$ cat src/rtl/cpu_fetch_pkg.sv
// Shared types and constants for the instruction fetch sequencer.
package cpu_fetch_pkg;

  typedef enum logic [1:0] {IDLE, REQ, WAIT, HOLD} fetch_state_t;

  localparam int unsigned INSTR_BYTES = 4;
  localparam logic [31:0] INSTR_NOP   = 32'h0000_0013;

endpackage

$ cat src/rtl/cpu_fetch_ctrl.sv
// Fetch sequencer: requests instruction words at pc_cur, hands them to decode and steers PC loads.
// Optional misaligned-redirect trap enabled by defining CPU_FETCH_MISALIGN_CHK_EN.
module cpu_fetch_ctrl
  import cpu_fetch_pkg::*;
#(
  parameter int unsigned           ADDR_WIDTH  = 32,
  parameter logic [ADDR_WIDTH-1:0] TRAP_VECTOR = ADDR_WIDTH'(32'h0000_0004)
) (
  input  logic                  clk,
  input  logic                  rst_n,
  input  logic [ADDR_WIDTH-1:0] pc_cur,
  output logic                  pc_ld,
  output logic [ADDR_WIDTH-1:0] pc_next,
  output logic                  imem_req,
  output logic [ADDR_WIDTH-1:0] imem_addr,
  input  logic                  imem_gnt,
  input  logic                  imem_rvalid,
  input  logic [31:0]           imem_rdata,
  output logic                  instr_valid,
  output logic [31:0]           instr,
  output logic [ADDR_WIDTH-1:0] instr_pc,
  input  logic                  instr_ready,
  input  logic                  redirect_valid,
  input  logic [ADDR_WIDTH-1:0] redirect_pc,
  output logic                  fault
);

  fetch_state_t          state_q, state_d;
  logic                  flush_q, flush_d;
  logic                  instr_valid_q, instr_valid_d;
  logic [31:0]           instr_q, instr_d;
  logic [ADDR_WIDTH-1:0] instr_pc_q, instr_pc_d;

  logic [ADDR_WIDTH-1:0] redir_target;
  logic                  redir_fault;

`ifdef CPU_FETCH_MISALIGN_CHK_EN
  always_comb begin
    redir_fault  = (redirect_pc[1:0] != 2'b00);
    redir_target = redir_fault ? TRAP_VECTOR : redirect_pc;
  end
`else
  // Low bits are simply dropped so a misaligned target lands on its word.
  always_comb begin
    redir_fault  = 1'b0;
    redir_target = redirect_pc & ~ADDR_WIDTH'(3);
  end
`endif

  assign imem_addr   = pc_cur;
  assign instr_valid = instr_valid_q;
  assign instr       = instr_q;
  assign instr_pc    = instr_pc_q;

  always_comb begin
    state_d       = state_q;
    flush_d       = flush_q;
    instr_valid_d = instr_valid_q;
    instr_d       = instr_q;
    instr_pc_d    = instr_pc_q;
    imem_req      = 1'b0;
    pc_ld         = 1'b0;
    pc_next       = pc_cur + ADDR_WIDTH'(INSTR_BYTES);
    fault         = 1'b0;

    case (state_q)
      IDLE: state_d = REQ;
      REQ: begin
        imem_req = 1'b1;
        // A grant coinciding with a redirect fetched the stale PC; drop its response.
        if (imem_gnt) begin
          state_d = WAIT;
          flush_d = redirect_valid;
        end
      end
      WAIT: begin
        if (imem_rvalid) begin
          state_d = REQ;
          flush_d = 1'b0;
          if (!redirect_valid && !flush_q) begin
            instr_d       = imem_rdata;
            instr_pc_d    = pc_cur;
            instr_valid_d = 1'b1;
            state_d       = HOLD;
          end
        end else if (redirect_valid) begin
          flush_d = 1'b1;
        end
      end
      HOLD: begin
        if (redirect_valid || instr_ready) begin
          instr_valid_d = 1'b0;
          state_d       = REQ;
        end
        if (instr_ready) pc_ld = 1'b1;
      end
      default: state_d = IDLE;
    endcase

    if (redirect_valid) begin
      pc_ld   = 1'b1;
      pc_next = redir_target;
      fault   = redir_fault;
    end
  end

  always_ff @(posedge clk or negedge rst_n) begin
    if (!rst_n) begin
      state_q       <= IDLE;
      flush_q       <= 1'b0;
      instr_valid_q <= 1'b0;
      instr_q       <= INSTR_NOP;
      instr_pc_q    <= '0;
    end else begin
      state_q       <= state_d;
      flush_q       <= flush_d;
      instr_valid_q <= instr_valid_d;
      instr_q       <= instr_d;
      instr_pc_q    <= instr_pc_d;
    end
  end

endmodule

$ cat config.mk
export PLATFORM = sky130hd
export DESIGN_NAME = cpu_fetch_ctrl
export DESIGN_NICKNAME = d
export VERILOG_FILES = /design/src/rtl/cpu_fetch_pkg.sv /design/src/rtl/cpu_fetch_ctrl.sv
export SDC_FILE = /design/constraint.sdc
export NUM_CORES = 1
export LEC_CHECK = 0
export CAP_MARGIN = 25
export CORE_MARGIN = 3
export CORE_UTILIZATION = 38
export DETAILED_ROUTE_END_ITERATION = 12
export PLACE_DENSITY = 0.78
export SKIP_CTS_REPAIR_TIMING = 1
export SLEW_MARGIN = 0
export SYNTH_ARGS = -nofsm -noshare
export SYNTH_HDL_FRONTEND = slang
export SYNTH_SLANG_ARGS = --single-unit
$ cat constraint.sdc
create_clock -name clk -period 3.04 [get_ports clk]
set_input_delay 0.608 -clock clk [delete_from_list [all_inputs] [get_ports clk]]
set_output_delay 0.608 -clock clk [all_outputs]
set_load 0.005 [all_outputs]
== Word-level counts from Yosys, hierarchy flattened ==
Cells that the tools add are included.
Operators by class
  add/subtract/negate cells: 1
  eq/ne operators: 8
  muxes and demuxes: 18
  reduce and logical (&&, ||, !) cells: 11
Operators by type and width (count)
  32-bit by 3-bit adder with 32-bit output, second input constant: 1
  32-bit two-way mux: 1
  1-bit two-way mux: 10
  3-bit AND reduction: 3
  2-bit two-way mux: 4
  2-bit inequality test, second input constant: 4
  2-bit case mux with 4 select lines: 1
  2-bit equality test, second input constant: 2
  1-bit case mux with 2 select lines: 2
  4-bit AND reduction: 1
  2-bit nonzero test: 2
  3-bit inequality test, second input constant: 1
  2-bit by 1-bit equality test with 1-bit output, second input constant: 1
  1-bit zero test: 2
  2-bit zero test: 1
  1-bit logical AND: 1
  1-bit logical OR: 1
Storage, ports and cells
  register bits after elaboration: 68
  logic and storage cells: 43

== Longest topological paths before layout ==
  depth in word-level cells: 5
  depth in mapped cells: 6

== Worst setup path after synthesis ==
No wires, ideal clock.
  path type: input port to output port
  start: in pc_cur[17]
  end: out pc_next[31]
  arrival time: 2146 ps
  setup slack: 286 ps
  stages on the path: 6
  buffers on the path: 2
  cell sequence: buf_4 nand4_1 or4_1 clkbuf_1 or4_1 a31oi_1
Between the ends
  longest elaborated chain between the ends: 2
Ends and longest elaborated chain
  start: declaration: RTL line cpu_fetch_ctrl.sv:11  | input logic [ADDR_WIDTH-1:0] pc_cur,
  32-bit by 3-bit adder with 32-bit output: RTL line cpu_fetch_ctrl.sv:63  | pc_next = pc_cur + ADDR_WIDTH'(INSTR_BYTES);
  32-bit two-way mux: RTL line cpu_fetch_ctrl.sv:100  | if (redirect_valid) begin
  end: declaration: RTL line cpu_fetch_ctrl.sv:13  | output logic [ADDR_WIDTH-1:0] pc_next,
No other way between the ends.

== Final worst setup path ==
  start: in pc_cur[13]
  end: out pc_next[26]
The elaborated chain is that of the path after synthesis.

==> results.yml <==
outcome:
  status: "completed"
drt:
  routed_via_density: 5.163
  num_vias: 4053
  antenna_left: 0
  wl_per_cell_um: 17.79
  wirelength_um: 13970
  dr.pass1.iters: 6
  drc: 0
  drt_iter0_markers: 174
grt:
  grt_pass1_vias: 4129
  grt_max_degree: 37
  grt_pass1_wl_um: 20130
  use_met3_pct: 6.201
  antenna_found_initial: 0
  grt_usage_pct: 21.95
  grt_use_met2_pct: 40.04
  grt_overflow: 0
  use_met1_pct: 24.15
  busiest_layer: "met2"
clock_tree:
  clkTransAtPathRegs_ps: 80
  root_buffer: "clkbuf_8"
  clk_latency_ps: 330
  h-tree-depth: 3
  cts.sinks: 68
  numCtsBuffers: 9
  max-clock-path-buffers: 2
  cts_tree: "yes"
place:
  dp_hpwl_um: 10470
  place.gp.congestion: 0.8594
  io_buffer_count: 230
  dp_cells: 752
pwr:
  p_leak_uw: 0.003289
  peakVddDrop_mv: 0.5132
  power.density_nw_per_um2: 539.6
synth:
  yosys-top-cells-area: "dfrtp_1, mux2_2, buf_4"
  ys_warn_count: 0
  synth_top_area_share_pct: 41.77
  synth_top_cell_by_area: "dfrtp_1"
  ys_ff_latch: 68
  synthDistinctLibCells: 37
  yosysSeqAreaShare_pct: 43.80
  synth_nets: 480
  syn-instance-count: 374
  synth_area_um2: 3894
  syn_avg_cell_area_um2: 10.41
run:
  max_cap_violations: 0
setup_path:
  worstPathRequired_ps: 2430
  worst_ep_arrival_time_ps: 2380
  path_max_fanout: 7
  ff2ff_setup_slack_ps: 1010
  path_class: "in2out"
  crit_path_end_kind: "output port"
  critPathLaunchType: "primary input"
timing:
  fmax_ghz: 0.3348
  fin_crit_sh_pct: 98.24
  period_needed_ps: 2987
  report.final.slew_viol_count: 0
  hold_slack_ps: 98.52
  setup_viol: 0
  hold_viol: 0
  fin_skew_ps: 9.515
worst_hold_path:
  hp-class: "in2async"
die:
  die_height_um: 107.2
  dieWidth_um: 107.2
  die-area_um2: 11500
  coreArea_um2: 9864
  rows: 36
  io_pins: 234
  start_util_pct: 39.47
cells_and_area:
  layout.cells.non_filler: 785
  layout.area.seq_um2: 1705
  syn_to_final_growth_pct: 83.03
  drive_gt1_share_pct: 29.91
  fillers: 689
  antennaDiodeCount: 0
  nNetsFinal: 753
  multi_input_area_um2: 1944
[worst max-delay path, stage by stage]
cell            delay [ps]
dlymetal6s2s_1         160
buf_6                  160
and3_1                 180
nand4_1                150
buf_4                  180
buf_4                  130
or4_4                  500
a31oi_1                170
clkbuf_2               140
[cell families (layout without fill, tap and decap cells)]
kind of cell | count (synthesis) | count (layout) | synth area share [%]
AND/OR/NAND/NOR | 110 | 111 | 14.97
flip-flops | 68 | 68 | 43.80
multiplexers | 65 | 65 | 18.80
buffers and inverters | 62 | 339 | 9.576
AO/OA/AOI/OAI | 53 | 53 | 8.998
XOR/XNOR | 11 | 11 | 2.474
adder cells (fa/ha/maj) | 4 | 4 | 1.285
other | 1 | 1 | 0.09631
[Yosys cell counts (all sizes together)]
| library cell | number |
|---|---|
| a211o | 2 |
| a21oi | 3 |
| a311o | 2 |
| a31oi | 12 |
| and3 | 6 |
| and4 | 3 |
| buf | 36 |
| clkbuf | 17 |
| clkinv | 1 |
| conb | 1 |
| dfrtp | 65 |
| dfstp | 3 |
| ha | 4 |
| inv | 8 |
| mux2 | 65 |
| nand2 | 32 |
| nand3 | 17 |
| nand4 | 11 |
| nor2 | 17 |
| nor2b | 3 |
| nor3 | 1 |
| nor4 | 5 |
| o211ai | 3 |
| o21ai | 15 |
| o22ai | 1 |
| o2bb2ai | 1 |
| o31a | 1 |
| o31ai | 11 |
| o32a | 1 |
| o32ai | 1 |
| or4 | 15 |
| xnor2 | 7 |
| xor2 | 4 |
[placed cells by master, fill, tap and decap left out, types with 8 or more instances in the layout]
cell type	instances
clkbuf_8	9
dlymetal6s2s_1	35
nand2_1	30
or4_1	11
buf_4	72
nor2_1	17
buf_6	10
clkdlybuf4s50_1	188
o21ai_0	13
mux2_2	65
nand3_1	12
nand4_1	11
dfrtp_1	65
o31ai_1	9
a31oi_1	11
inv_1	8
[metrics by stage]
step | setup WS, ps | utilization, % | cell area (µm²) | TNS [ps] | total power [µW]
global route | -17.96 | 72.25 | 7127 | -26.50 | 4072
floorplan | 285.7 | - | 3894 | 0 | 1975
global placement | -693.6 | 66.65 | 6575 | -11160 | 3043
finish | 53.36 | 72.25 | 7127 | 0 | 3845
CTS | -701.2 | 68.67 | 6774 | -12310 | 3880
detailed placement | -693.1 | 66.65 | 6575 | -12110 | 3105
[final timing paths]
kind | from | depth (start not counted) | to
max in group asynchronous | rst_n | 2 | instr_valid
hold reg to reg | instr[13] | 1 | instr[13]
min in group clk | instr[13] | 1 | instr[13]
setup / recovery | pc_cur[13] | 9 | pc_next[26]
setup reg to reg | state_q[0] | 5 | instr_pc[27]
hold / removal | rst_n | 1 | instr_pc[8]
[area by class of cell]
class / instances / area share (%)
clock buffers: 10 / 1.791
clock inverters: 6 / 1.001
inverters: 9 / 0.4740
multi-input cells: 245 / 27.28
flip-flops and latches: 68 / 23.93
well taps: 133 / 2.335
repair buffers: 314 / 43.19
[routing by layer]
metal,vias to the layer above,wire (µm)
met5,-,0
met3,25,1028
met2,151,7648
met4,0,289
met1,1996,5000
li1,1881,-
[flip-flops by register name, indices dropped and copies added, names as in the netlist]
register / flops
state_q: 2
instr: 32
flush_q: 1
instr_pc: 32
instr_valid: 1
[where the power goes]
part | switching [µW] | total (µW) | internal (µW)
Sequential | 182 | 1440 | 1250
Combinational | 541 | 1650 | 1110
Clock | 367 | 754 | 387
Power figures use the tool's default switching activity.
